## src/rtl/fp8_to_fixed.sv

```systemverilog
// rtl/fp8_to_fixed.sv - sequential FP8 (S.E3.F4) to signed Q7.4 fixed-point converter
module fp8_to_fixed (
  input  logic        clk,
  input  logic        rst,
  input  logic        start,
  input  logic [7:0]  op,
  output logic        busy,
  output logic        done,
  output logic [11:0] res,
  output logic        zero,
  output logic        denorm
);

  typedef enum logic [1:0] {
    IDLE  = 2'd0,
    SHIFT = 2'd1,
    SIGN  = 2'd2
  } state_t;

  state_t      state, state_n;
  logic [11:0] acc, acc_n;
  logic [2:0]  cnt, cnt_n;
  logic        sign, sign_n;
  logic        dn_lat, dn_lat_n;
  logic        busy_n, done_n, zero_n, denorm_n;
  logic [11:0] res_n;

  // Next-state and datapath: capture in IDLE, shift one bit per cycle, apply sign on exit
  always_comb begin
    state_n  = state;
    acc_n    = acc;
    cnt_n    = cnt;
    sign_n   = sign;
    dn_lat_n = dn_lat;
    busy_n   = busy;
    done_n   = 1'b0;
    res_n    = res;
    zero_n   = zero;
    denorm_n = denorm;
    case (state)
      IDLE: begin
        if (start) begin
          sign_n   = op[7];
          acc_n    = {8'b0, op[3:0]};
          cnt_n    = op[6:4];
          dn_lat_n = (op[3:0] != 4'd0) && !op[3];
          busy_n   = 1'b1;
          state_n  = SHIFT;
        end
      end
      SHIFT: begin
        if (cnt != 3'd0) begin
          acc_n = {acc[10:0], 1'b0};
          cnt_n = cnt - 3'd1;
        end else begin
          state_n = SIGN;
        end
      end
      SIGN: begin
        // Negating zero yields zero, so negative zero naturally collapses to 0x000
        res_n    = sign ? (12'd0 - acc) : acc;
        zero_n   = (acc == 12'd0);
        denorm_n = dn_lat;
        done_n   = 1'b1;
        busy_n   = 1'b0;
        state_n  = IDLE;
      end
      default: begin
        state_n = IDLE;
        busy_n  = 1'b0;
      end
    endcase
  end

  // State and output registers; reset wins over any in-flight conversion
  always_ff @(posedge clk) begin
    if (rst) begin
      state  <= IDLE;
      acc    <= 12'd0;
      cnt    <= 3'd0;
      sign   <= 1'b0;
      dn_lat <= 1'b0;
      busy   <= 1'b0;
      done   <= 1'b0;
      res    <= 12'd0;
      zero   <= 1'b0;
      denorm <= 1'b0;
    end else begin
      state  <= state_n;
      acc    <= acc_n;
      cnt    <= cnt_n;
      sign   <= sign_n;
      dn_lat <= dn_lat_n;
      busy   <= busy_n;
      done   <= done_n;
      res    <= res_n;
      zero   <= zero_n;
      denorm <= denorm_n;
    end
  end

endmodule

```

## config.mk

```make
export PLATFORM = sky130hd
export DESIGN_NAME = fp8_to_fixed
export DESIGN_NICKNAME = d
export VERILOG_FILES = /design/src/rtl/fp8_to_fixed.sv
export SDC_FILE = /design/constraint.sdc
export NUM_CORES = 1
export LEC_CHECK = 0
export BUFFER_PORTS_ARGS = -buffer_cell sky130_fd_sc_hd__buf_2
export CAP_MARGIN = 25
export CELL_PAD_IN_SITES_DETAIL_PLACEMENT = 0
export CELL_PAD_IN_SITES_GLOBAL_PLACEMENT = 1
export CORE_MARGIN = 2
export CORE_UTILIZATION = 37
export DETAILED_ROUTE_END_ITERATION = 6
export PLACE_DENSITY_LB_ADDON = 0.2
export RECOVER_POWER = 50
export SLEW_MARGIN = 20
export SYNTH_ARGS = -nofsm -noshare
export SYNTH_HDL_FRONTEND = slang
export SYNTH_SLANG_ARGS = --single-unit
```

## constraint.sdc

```tcl
create_clock -name clk -period 1.9 [get_ports clk]
set_input_delay 0.38 -clock clk [delete_from_list [all_inputs] [get_ports clk]]
set_output_delay 0.38 -clock clk [all_outputs]
set_load 0.005 [all_outputs]
```

# [Yosys cells after proc, flatten, opt, wreduce, memory -nomap -nowiden]
# Index checks and enable logic that the tools add are counted.
[word_totals] elab_cells=42 out_inout_bits=16 regBits=35 input_bits=11
[op_classes] addsub=2 eq_ne=5 muxes=13 n_reduce_logical=11 bitwise_logic=1
[op_table] operator="2-to-1 mux 12 bit" count=3
[op_table] operator="case mux 12 bit (2 select lines)" count=1
[op_table] operator="logical NOT 12 bit" count=1
[op_table] operator="subtractor 1 x 12 -> 12 bit, first input constant" count=1
[op_table] operator="2-to-1 mux 3 bit" count=2
[op_table] operator="!= test 2 bit, second input constant" count=3
[op_table] operator="case mux 3 bit (2 select lines)" count=1
[op_table] operator="AND reduction 2 bit" count=3
[op_table] operator="2-to-1 mux 2 bit" count=2
[op_table] operator="case mux 2 bit (2 select lines)" count=1
[op_table] operator="nonzero test 4 bit" count=1
[op_table] operator="AND reduction 3 bit" count=1
[op_table] operator="nonzero test 3 bit" count=1
[op_table] operator="subtractor 3 x 1 -> 3 bit, second input constant" count=1
[op_table] operator="equality test 2 x 1 -> 1 bit, second input constant" count=1
[op_table] operator="equality test 2 bit, second input constant" count=1
[op_table] operator="logical NOT 2 bit" count=1
[op_table] operator="2-to-1 mux 1 bit" count=2
[op_table] operator="case mux 1 bit (2 select lines)" count=1
[op_table] operator="nonzero test 2 bit" count=1
[op_table] operator="logical AND 1 bit" count=1
[op_table] operator="logical NOT 1 bit" count=1
[op_table] operator="NOT 1 bit" count=1

# [Longest topological paths before layout]
# Gate-level depths: netlist of run 1.
[logic_depth] depth_word=3 mapped_depth=9 mapped_depth_nobuf=7

# [Worst setup path after synthesis of run 1]
# Ideal clock, no wire load.
[synth_timing] path_kind="flip-flop to flip-flop" start="reg cnt[0]" end="reg cnt[0]" setup_ps=95 arrival_ps=1706 setup_slack_ps=98 path_stages_with_launch=10 n_path_buf=2 required_time_ps=1805 period_less_slack_ps=1802 path_cell_list="dfxtp_1 > inv_1 > ha_1 > ha_1 > clkbuf_1 > a21oi_1 > o21a_1 > buf_2 > o21ai_0 > a221oi_1"
[synth_between] elab_chain_len=3 word_cells_on_any_way=6 cone_classes="1 x add/sub; 1 x eq/ne; 2 x mux; 2 x reduce/logical"
[synth_lines] item="start, declared" line="22" source="logic [2:0] cnt, cnt_n;"
[synth_lines] item="start signal, assigned" line="91" source="cnt <= cnt_n;"
[synth_lines] item="subtractor 3 x 1 -> 3 bit or nonzero test 3 bit (tied branches)" line="54, 52"
[synth_lines] item="2-to-1 mux 3 bit or != test 2 bit (tied branches)"
[synth_lines] item="case mux 3 bit (2 select lines) or AND reduction 3 bit (tied branches)"
# Several ways; a longest one is shown, not always the timed one. The select of a mux whose other input is x is not followed.
# A chain may end at the register's enable or synchronous reset.

# [Final worst setup path of run 1]
[layout_timing] start="reg acc[4]" end="reg res[11]"
[layout_between] elab_chain_len=2
[layout_lines] item="start, declared" line="21" source="logic [11:0] acc, acc_n;"
[layout_lines] item="start signal, assigned" line="90" source="acc <= acc_n;"
[layout_lines] item="subtractor 1 x 12 -> 12 bit" line="61" source="res_n = sign ? (12'd0 - acc) : acc;"
[layout_lines] item="2-to-1 mux 12 bit" line="61"
[layout_lines] item="end signal, assigned" line="96" source="res <= res_n;"
[layout_lines] item="end, declared" line="9" source="output logic [11:0] res,"
# No other way between the ends.

==> impl_results.md, run 1 <==
* CTS Buffer Depth at 2
* Root Driver: clkbuf_8
* Number of global-route vias before repair at 1,350
* Syn Nets at 203
* Pwr/cell area at 953 nW/um^2
* Worst vdd ir at 0.432 mV
* Pint at 1.30 mW
* Std cell rows at 24
* Ys Warns at 0
* Static Leak at 0.720 nW
* Ant diodes at 0
* Hold path cells at 3
* Gr ovfl total at 0
* Reg2reg setup slack at 100 ps
* Setup tns final at 0 ps
* Via/cell ratio at roughly 5.4
* Clock Power Share at a little under a third
* HPWL Detailed at 2690 um
* Sequential power share at a little under half
* Synth-to-layout area growth at 19.5%
* CP Launch Type: flip-flop
* Sw Share at approximately 30%
* Number of hold-repair buffers added at the cts stage at 0
* IO buf count at 26
* Chip height at 70.0 um
* Max Cap Viol at 0
* Max-slew headroom at between 60% and 70%
* Detailed Route WL at 3750 um
* Core Area at between 4000 and 5000 sq um
* Placed insts at ~260
* Fin cells at 270
* Worst Clk Skew at 5.70 ps
* Distinct cells, synth at 38
* Fin nets at 231
* Worst r2r src: acc[4]
* Worst setup EP type: flip-flop
* Fmax achieved at 557 MHz
* Sequential share of the synthesized area at 43.4%
* R2R Path End: res[11]
* Leading cell type in the layout, fill and taps excluded: dfxtp_1
* Synth async-reset ratio at 0%
* Slew @ Worst Pin at 535 ps
* Final number of setup-violating endpoints at 0
* Gr usage total at between 15 and 20%
* Area of the mapped netlist at about 1600 sq um
* Syn_area_per_cell at roughly 8.5 sq um
* CTS Sinks at 35
* Critical path class: reg2reg
* Yosys reg bits at 35
* Status: finished clean
* FF-to-FF path depth at 4
* Vias at between 1k and 1.5k
* DRT iter0 DRCs at between 50 and 60
* Wirelength per Cell at ~14 um
* Post-route DRC at 0
* RSZ-0062 raised after global routing: false
* Hold_sp: op[7]
* Final period utilization at 94.5%
* CP arrival at 2020 ps
* Die width at between 70 and 80 um
* Critical Path RT at between 2000 and 2500 ps
* Slew Viols, Final at 0
* Initial antenna violation count at 0
* WHS Endpoint: sign
* CTS buffer count at 5
* Hold Vio Cnt, Final at 0
* DRT Pass-1 Iters at 4
* Total power draw at 1.84 mW
* Tmin final at approximately 1800 ps
* I/O Pins at 27
* Hold WC Path Type: in2reg
* Pin count of the biggest net entering global routing at 34
* Sw Pwr at between 0.5 and 0.6 mW
* Mapped Cells at between 150 and 200
* Clock latency on the worst-skew pair at between 200 and 300 ps
* Most frequent cells in the layout: 35 x dfxtp_1, 26 x nor2_1, 20 x buf_2
* Synth Flop Type: dfxtp_1
* Routed Antenna Nets at 0
* First-pass GRT wire length at about 6200 um
* Share of layout cells above drive strength 1 at 18.8%
* Comb power frac at between 20 and 25%
* GP Congestion at 0.870
* Reg clk slew, reported paths at 70 ps
* Crit-path max FO at 7
* Initial Util at 37.9%
* CTS tree: yes
* Die area at 4910 sq um
* Post-synth EDFFs at 0
* CTS H-tree depth at 2
==> worst max-delay path, cell delays in order (launching register included) <==
cell,delay [ps]
dfxtp_1,390
or4_4,600
or4_1,410
o221ai_1,160
and3b_1,170
==> registers in the layout (all words and copies together) (netlist names) <==
name,flops
sign,1
state,2
res,12
acc,12
busy,1
denorm,1
done,1
zero,1
dn_lat,1
cnt,3
==> synth_stat cells (2+ instances only) <==
cell type | n | share of area (%)
ha_1 | 3 | 2.3
nor2b_1 | 3 | 1.2
nor3_1 | 4 | 1.2
xnor2_1 | 4 | 2.2
a22o_1 | 2 | 1.1
nand2b_1 | 2 | 0.78
mux2i_1 | 3 | 1.9
a311oi_1 | 3 | 1.6
o21ai_0 | 4 | 1.2
dfxtp_1 | 35 | 43
xor2_1 | 4 | 2.2
nor2_1 | 26 | 6.0
a21oi_1 | 17 | 5.3
nand2_1 | 17 | 4.0
clkbuf_1 | 11 | 2.6
o31ai_1 | 2 | 0.93
nand3_1 | 3 | 0.93
nor3b_1 | 4 | 1.9
nor4b_1 | 7 | 3.8
inv_1 | 5 | 1.2
a211oi_1 | 8 | 3.7
or4_4 | 2 | 1.4
nand3b_1 | 2 | 0.93
nor4_1 | 2 | 0.78
o221ai_1 | 3 | 1.6
==> logic make-up after synthesis <==
group | Yosys count | share of synthesized area, %
adder cells (fa/ha/maj) | 3 | 2.33
buffers and inverters | 19 | 4.73
multiplexers | 3 | 1.86
AND/OR/NAND/NOR | 76 | 25.0
AO/OA/AOI/OAI | 45 | 18.4
flip-flops | 35 | 43.4
XOR/XNOR | 8 | 4.34
==> metrics by stage <==
step           utilization (%)  hold WS [ps]  worst slack [ps]  area, sq um
6_report                  45.2           345               105         1930
3_3_place_gp              42.6           441               173         1820
3_5_place_dp              42.6           451               109         1820
2_1_floorplan                -           431              98.5         1610
5_1_grt                   45.2           371              37.7         1930
4_1_cts                   44.9           342              82.6         1920
==> final cells by class <==
type	instances	area, sq um
Tap cell	52	65.1
Inverter	6	22.5
Sequential cell	35	701
Multi-Input combinational cell	135	861
Timing Repair Buffer	34	179
Fill cell	442	2340
Clock buffer	8	100
==> layer usage <==
layer / track usage [%] / up-vias / wire length [um]
met1: 19.2 / 687 / 1770
met4: 5.98 / 0 / 36
met3: 5.19 / 4 / 164
met2: 25.3 / 38 / 1780
met5: 0 / - / 0
li1: - / 734 / -
==> power groups by stage <==
stage,Combinational (mW),Clock [mW],Sequential (mW)
after floorplan,0.288,0,0.840
after global placement,0.387,0,0.861
after detailed placement,0.400,0,0.864
after CTS,0.400,0.600,0.847
after global routing,0.449,0.632,0.857
final,0.403,0.583,0.851
==> worst max path at each step <==
stage / startpoint / endpoint / slack, ps
floorplan: cnt[0] / cnt[0] / 100
global placement: acc[0] / res[6] / 170
detailed placement: cnt[0] / acc[3] / 110
CTS: cnt[0] / acc[3] / 80
global route: cnt[0] / acc[3] / 40
finish: acc[4] / res[11] / 100
==> repair_timing <==
item | 4_1_cts | 5_1_grt
buffers inserted | 0 | 0
endpoints found under the setup margin | 0 | 2
resized for setup | 0 | 5
No activity file was read; power rests on OpenSTA's default activity.
==> inputs of run 2 (changes only) <==
--- a/config.mk
+++ b/config.mk
@@ -7,12 +7,10 @@
 export LEC_CHECK = 0
 export BUFFER_PORTS_ARGS = -buffer_cell sky130_fd_sc_hd__buf_2
 export CAP_MARGIN = 25
-export CELL_PAD_IN_SITES_DETAIL_PLACEMENT = 0
-export CELL_PAD_IN_SITES_GLOBAL_PLACEMENT = 1
 export CORE_MARGIN = 2
-export CORE_UTILIZATION = 37
+export CORE_UTILIZATION = 49
 export DETAILED_ROUTE_END_ITERATION = 6
-export PLACE_DENSITY_LB_ADDON = 0.2
+export PLACE_DENSITY = 0.74
 export RECOVER_POWER = 50
 export SLEW_MARGIN = 20
 export SYNTH_ARGS = -nofsm -noshare
==> impl_results.md, run 2 (same netlist as run 1, synthesis figures left out) <==
* Status: finished clean (unchanged)
* Gr usage total at 20.3% (was 15.6%)
* Highest Signal Layer: met4 (unchanged)
* Chip height at 61.4 um (was 70.0 um)
* Die area at 3770 sq um (was 4910 sq um)
* Leading cell type in the layout, fill and taps excluded: dfxtp_1 (unchanged)
* Slew Viols, Final at 0 (unchanged)
* Ant diodes at 0 (unchanged)
* Critical Path RT at 2190 ps (was 2130 ps)
* Final Core Density at 59.3% (was 45.2%)
* Post-route cell area at 1840 sq um (was 1930 sq um)
* Critical path class: reg2reg (unchanged)
* Placed cell area at 1790 sq um (was 1820 sq um)
* CTS buffer count at 5 (unchanged)
* Wire length on met1 at 1630 um (was 1770 um)
* CTS Sinks at 35 (unchanged)
* CP Launch Type: flip-flop (unchanged)
* Tmin final at 1780 ps (was 1800 ps)
* Wirelength per Cell at 13.3 um (was 13.9 um)
* R2R Path End: res[11] (unchanged)
* CP delay by family, top: simple AND/OR/NAND/NOR gates (unchanged)
* Pin count of the biggest net entering global routing at 22 (was 34)
* CTS Buffer Depth at 2 (unchanged)
* Pwr/cell area at 881 nW/um^2 (was 953 nW/um^2)
* Vias at 1,461 (was 1,463)
* Hold WC Path Type: in2reg (unchanged)
* FILL cells at 304 (was 442)
* Worst path bufs/invs at 0 (unchanged)
* Slew @ Worst Pin at 529 ps (was 535 ps)
* Fmax achieved at 561 MHz (was 557 MHz)
* Final period utilization at 93.8% (was 94.5%)
* Final number of setup-violating endpoints at 0 (unchanged)
* CTS tree: yes (unchanged)
* Reg clk slew, reported paths at 110 ps (was 70 ps)
* Reg2reg setup slack at 120 ps (was 100 ps)
* PostCTS Resize Cnt at 0 (unchanged)
* Number of hold-repair buffers added at the cts stage at 0 (unchanged)
* Fin cells at 260 (was 270)
* HPWL Detailed at 2500 um (was 2690 um)
* Post-route DRC at 0 (unchanged)
* DRT iter0 DRCs at 94 (was 51)
* I/O Pins at 27 (unchanged)
* DRT Pass-1 Iters at 4 (unchanged)
* Hold Vio Cnt, Final at 0 (unchanged)
* IO buf count at 26 (unchanged)
* Crit-path max FO at 7 (unchanged)
* Worst Clk Skew at 11.1 ps (was 5.70 ps)
* CP arrival at 2070 ps (was 2020 ps)
* Root Driver: clkbuf_4 (was clkbuf_8)
* Crit path to: res[11] (unchanged)
* Synth-to-layout area growth at 14.0% (was 19.5%)
* Worst vdd ir at 0.369 mV (was 0.432 mV)
* Setup tns final at 0 ps (unchanged)
* Placed insts at 252 (was 262)
* RSZ-0062 raised after global routing: false (unchanged)
* Die width at 61.4 um (was 70.0 um)
* Met3 routed WL at 168 um (was 164 um)
* CTS H-tree depth at 2 (unchanged)
* Detailed Route WL at 3470 um (was 3750 um)
* Max Cap Viol at 0 (unchanged)
* Stages on worst setup path at 4 (unchanged)
* Initial Util at 52.0% (was 37.9%)
* Core Area at 3100 sq um (was 4260 sq um)
* Largest registers: acc x12, res x12, cnt x3 (unchanged)
* GP Congestion at 0.776 (was 0.870)
* Worst setup EP type: flip-flop (unchanged)
* Clock latency on the worst-skew pair at 340 ps (was 280 ps)
* Routed Antenna Nets at 0 (unchanged)
* Std cell rows at 20 (was 24)
* Total power draw at 1.62 mW (was 1.84 mW)
* Setup Fix Bufs, Post-CTS at 0 (unchanged)
* Static Leak at 0.669 nW (was 0.720 nW)
* Via/cell ratio at 5.62 (was 5.42)
* Gr ovfl total at 0 (unchanged)
* Worst r2r src: acc[4] (unchanged)
* Worst setup path startpoint: acc[4] (unchanged)
* Slowest cell on the critical path: or4_4 (unchanged)
* Max-slew headroom at 64.6% (was 64.3%)
* Critical-path cell list: or4_4 > or4_1 > o221ai_1 > and3b_1 (unchanged)
* Number of global-route vias before repair at 1,277 (was 1,350)
* Met2 routed WL at 1620 um (was 1780 um)
* Fin nets at 229 (was 231)
* FF-to-FF path depth at 4 (unchanged)
* Initial antenna violation count at 0 (unchanged)
* CP peak stage delay at 590 ps (was 600 ps)
* First-pass GRT wire length at 5620 um (was 6200 um)
* Most frequent cells in the layout: 35 x dfxtp_1, 26 x nor2_1, 17 x nand2_1 (was 35 x dfxtp_1, 26 x nor2_1, 20 x buf_2)
* Share of layout cells above drive strength 1 at 15.7% (was 18.8%)
## run 2: changes by cell type in the layout (fill, tap and decap cells not counted), moves of 3 or more
cell,delta
clkbuf_8,-7
clkbuf_4,+5
buf_2,-5
clkinv_2,+3
buf_4,-3
clkbuf_1,+4
## run 2: area by class of cell
class                           count  area, sq um  area share, %
Multi-Input combinational cell    135          855           46.4
Sequential cell                    35          701           38.1
Timing Repair Buffer               32          155           8.43
Tap cell                           44         55.1           2.99
Clock buffer                        5         37.5           2.04
Inverter                            6         22.5           1.22
Clock inverter                      3         15.0          0.816
## run 2: worst register-to-register path: stages, from the launching register on
cell and delay (ps):
dfxtp_1 390, or4_4 590, or4_1 410, o221ai_1 170, and3b_1 170
## run 2: metrics by stage
stage | hold slack (ps) | setup WS (ps)
after floorplan | 431 | 98.5
after global placement | 442 | 177
after detailed placement | 450 | 60.6
after CTS | 294 | 35.2
after global routing | 298 | 18.1
final | 298 | 118
## run 2: where the power goes
part | internal [mW] | switching (mW) | total, mW
registers | 0.788 | 0.0589 | 0.847
clock network | 0.138 | 0.250 | 0.388
logic | 0.168 | 0.219 | 0.387
total | 1.09 | 0.528 | 1.62
## run 2: worst min-delay path by stage
stage | startpoint | endpoint | slack, ps | cells past startpoint
floorplan | dn_lat | denorm | 430 | 2
global placement | cnt[1] | cnt[1] | 440 | 2
detailed placement | dn_lat | denorm | 450 | 2
CTS | op[7] | sign | 290 | 3
global route | op[7] | sign | 300 | 3
finish | op[7] | sign | 300 | 3
## run 2: routing by layer
metal  global-route usage, %  vias up
li1                        -      732
met5                       0        -
met3                    6.30        5
met2                    33.4       42
met4                    6.38        0
met1                    25.6      682
==> inputs of run 3 (changes only) <==
--- a/config.mk
+++ b/config.mk
@@ -5,12 +5,14 @@
 export SDC_FILE = /design/constraint.sdc
 export NUM_CORES = 1
 export LEC_CHECK = 0
-export BUFFER_PORTS_ARGS = -buffer_cell sky130_fd_sc_hd__buf_2
+export BUFFER_PORTS_ARGS = -buffer_cell sky130_fd_sc_hd__buf_4
 export CAP_MARGIN = 25
+export CELL_PAD_IN_SITES_DETAIL_PLACEMENT = 1
+export CELL_PAD_IN_SITES_GLOBAL_PLACEMENT = 1
 export CORE_MARGIN = 2
-export CORE_UTILIZATION = 49
+export CORE_UTILIZATION = 37
 export DETAILED_ROUTE_END_ITERATION = 6
-export PLACE_DENSITY = 0.74
+export PLACE_DENSITY_LB_ADDON = 0.1
 export RECOVER_POWER = 50
 export SLEW_MARGIN = 20
 export SYNTH_ARGS = -nofsm -noshare
==> impl_results.md, run 3 (same netlist as run 1, synthesis figures left out) <==
* Status: finished clean (unchanged)
* Critical-path cell list: inv_1 > ha_1 > or3b_2 > o31ai_1 > xor2_1 > a211oi_1 (was or4_4 > or4_1 > o221ai_1 > and3b_1)
* Worst setup EP type: flip-flop (unchanged)
* CTS Buffer Depth at 2 (unchanged)
* Met2 routed WL at 2150 um (was 1620 um)
* Std cell rows at 24 (was 20)
* Reg clk slew, reported paths at 70 ps (was 110 ps)
* Setup Fix Bufs, Post-CTS at 0 (unchanged)
* Share of layout cells above drive strength 1 at 20.4% (was 15.7%)
* Wire length on met1 at 1890 um (was 1630 um)
* Root Driver: clkbuf_8 (was clkbuf_4)
* Hold Vio Cnt, Final at 0 (unchanged)
* Slew @ Worst Pin at 529 ps (about the same)
* Number of global-route vias before repair at 1,444 (was 1,277)
* Crit-path max FO at 5 (was 7)
* CTS H-tree depth at 2 (unchanged)
* Post-route DRC at 0 (unchanged)
* Synth-to-layout area growth at 22.8% (was 14.0%)
* Leading cell type in the layout, fill and taps excluded: dfxtp_1 (unchanged)
* RSZ-0062 raised after global routing: true (was false)
* Critical Path RT at 2110 ps (was 2190 ps)
* Total power draw at 1.96 mW (was 1.62 mW)
* Tmin final at 1800 ps (was 1780 ps)
* Die width at 70.0 um (was 61.4 um)
* Chip height at 70.0 um (was 61.4 um)
* Initial Util at 37.9% (was 52.0%)
* PostCTS Resize Cnt at 0 (unchanged)
* Clock latency on the worst-skew pair at 290 ps (was 340 ps)
* CP Launch Type: flip-flop (unchanged)
* Fin nets at 229 (unchanged)
* Worst path bufs/invs at 1 (was 0)
* Core Area at 4260 sq um (was 3100 sq um)
* Worst Clk Skew at 3.17 ps (was 11.1 ps)
* CP delay by family, top: simple AND/OR/NAND/NOR gates (unchanged)
* Slew Viols, Final at 0 (unchanged)
* Final worst slack at 97.1 ps (was 118 ps)
* Most frequent cells in the layout: 35 x dfxtp_1, 26 x nor2_1, 17 x nand2_1 (unchanged)
* Vias at 1,483 (was 1,461)
* DRT iter0 DRCs at 74 (was 94)
* CTS tree: yes (unchanged)
* Final number of setup-violating endpoints at 0 (unchanged)
* Max-slew headroom at 64.7% (was 64.6%)
* Fmax achieved at 555 MHz (was 561 MHz)
* Hold WC Path Type: in2reg (unchanged)
* Final Core Density at 46.5% (was 59.3%)
* Initial antenna violation count at 0 (unchanged)
* Slowest cell on the critical path: or3b_2 (was or4_4)
* Dpl ws at 89.0 ps (was 60.6 ps)
* I/O Pins at 27 (unchanged)
* First-pass GRT wire length at 7000 um (was 5620 um)
* Gr ovfl total at 0 (unchanged)
* CP arrival at 2010 ps (was 2070 ps)
* Met3 routed WL at 214 um (was 168 um)
* Pin count of the biggest net entering global routing at 35 (was 22)
* Gr usage total at 18.1% (was 20.3%)
* GP Congestion at 0.828 (was 0.776)
* Die area at 4910 sq um (was 3770 sq um)
* FILL cells at 527 (was 304)
* Critical path class: reg2reg (unchanged)
* Static Leak at 0.745 nW (was 0.669 nW)
* DRT Pass-1 Iters at 4 (unchanged)
* Routed Antenna Nets at 0 (unchanged)
* Max Cap Viol at 0 (unchanged)
* IO buf count at 26 (unchanged)
* CTS Sinks at 35 (unchanged)
* Final period utilization at 94.9% (was 93.8%)
* Largest registers: acc x12, res x12, cnt x3 (unchanged)
* Highest Signal Layer: met4 (unchanged)
* HPWL Detailed at 3080 um (was 2500 um)
* Detailed Route WL at 4320 um (was 3470 um)
* Setup tns final at 0 ps (unchanged)
* CTS buffer count at 5 (unchanged)
* Number of hold-repair buffers added at the cts stage at 0 (unchanged)
* CP peak stage delay at 500 ps (was 590 ps)
* Via/cell ratio at 5.53 (was 5.62)
* Ant diodes at 0 (unchanged)
* Pwr/cell area at 990 nW/um^2 (was 881 nW/um^2)
* Worst vdd ir at 0.404 mV (was 0.369 mV)
* Wirelength per Cell at 16.1 um (was 13.3 um)
## run 3: changes by cell type in the layout (fill, tap and decap cells not counted), sizes merged
cell / previous run / this run
clkbuf: 18 / 24
buf: 19 / 14
clkinv: 4 / 2
bufinv: 0 / 1
## run 3: final timing paths
path	to	cells after the start	startpoint	slack, ps
setup / recovery	res[6]	6	acc[0]	100
setup reg to reg	res[6]	6	acc[0]	100
hold / removal	sign	3	op[7]	350
hold reg to reg	cnt[1]	2	cnt[1]	450
## run 3: through the flow
stage,cells,hold WS (ps),instance area [sq um]
floorplan,189,431,1610
global placement,260,444,1870
detailed placement,260,448,1870
CTS,268,354,1980
global route,268,369,1980
finish,268,354,1980
## run 3: where the power goes
group          internal (mW)  switching (mW)  total (mW)
sequential             0.789          0.0584       0.847
combinational          0.182           0.233       0.415
clock                  0.424           0.276       0.700
## run 3: worst register-to-register path: stages (launching register included)
cell and delay [ps]:
dfxtp_1 350, inv_1 110, ha_1 160, or3b_2 500
o31ai_1 260, xor2_1 100, a211oi_1 240
## run 3: layer usage
metal | vias up | global-route usage, %
li1 | 727 | -
met3 | 8 | 4.62
met2 | 34 | 31.2
met1 | 714 | 21.8
met4 | 0 | 5.77
met5 | - | 0
## run 3: cell type report
class                   count  area (sq um)  share of cell area (%)
clock buffers               6          82.6                    4.17
clock inverters             2          35.0                    1.77
inverters                   6          22.5                    1.14
multi-input cells         135           841                    42.4
flip-flops and latches     35           701                    35.4
well taps                  52          65.1                    3.28
repair buffers             32           235                    11.9
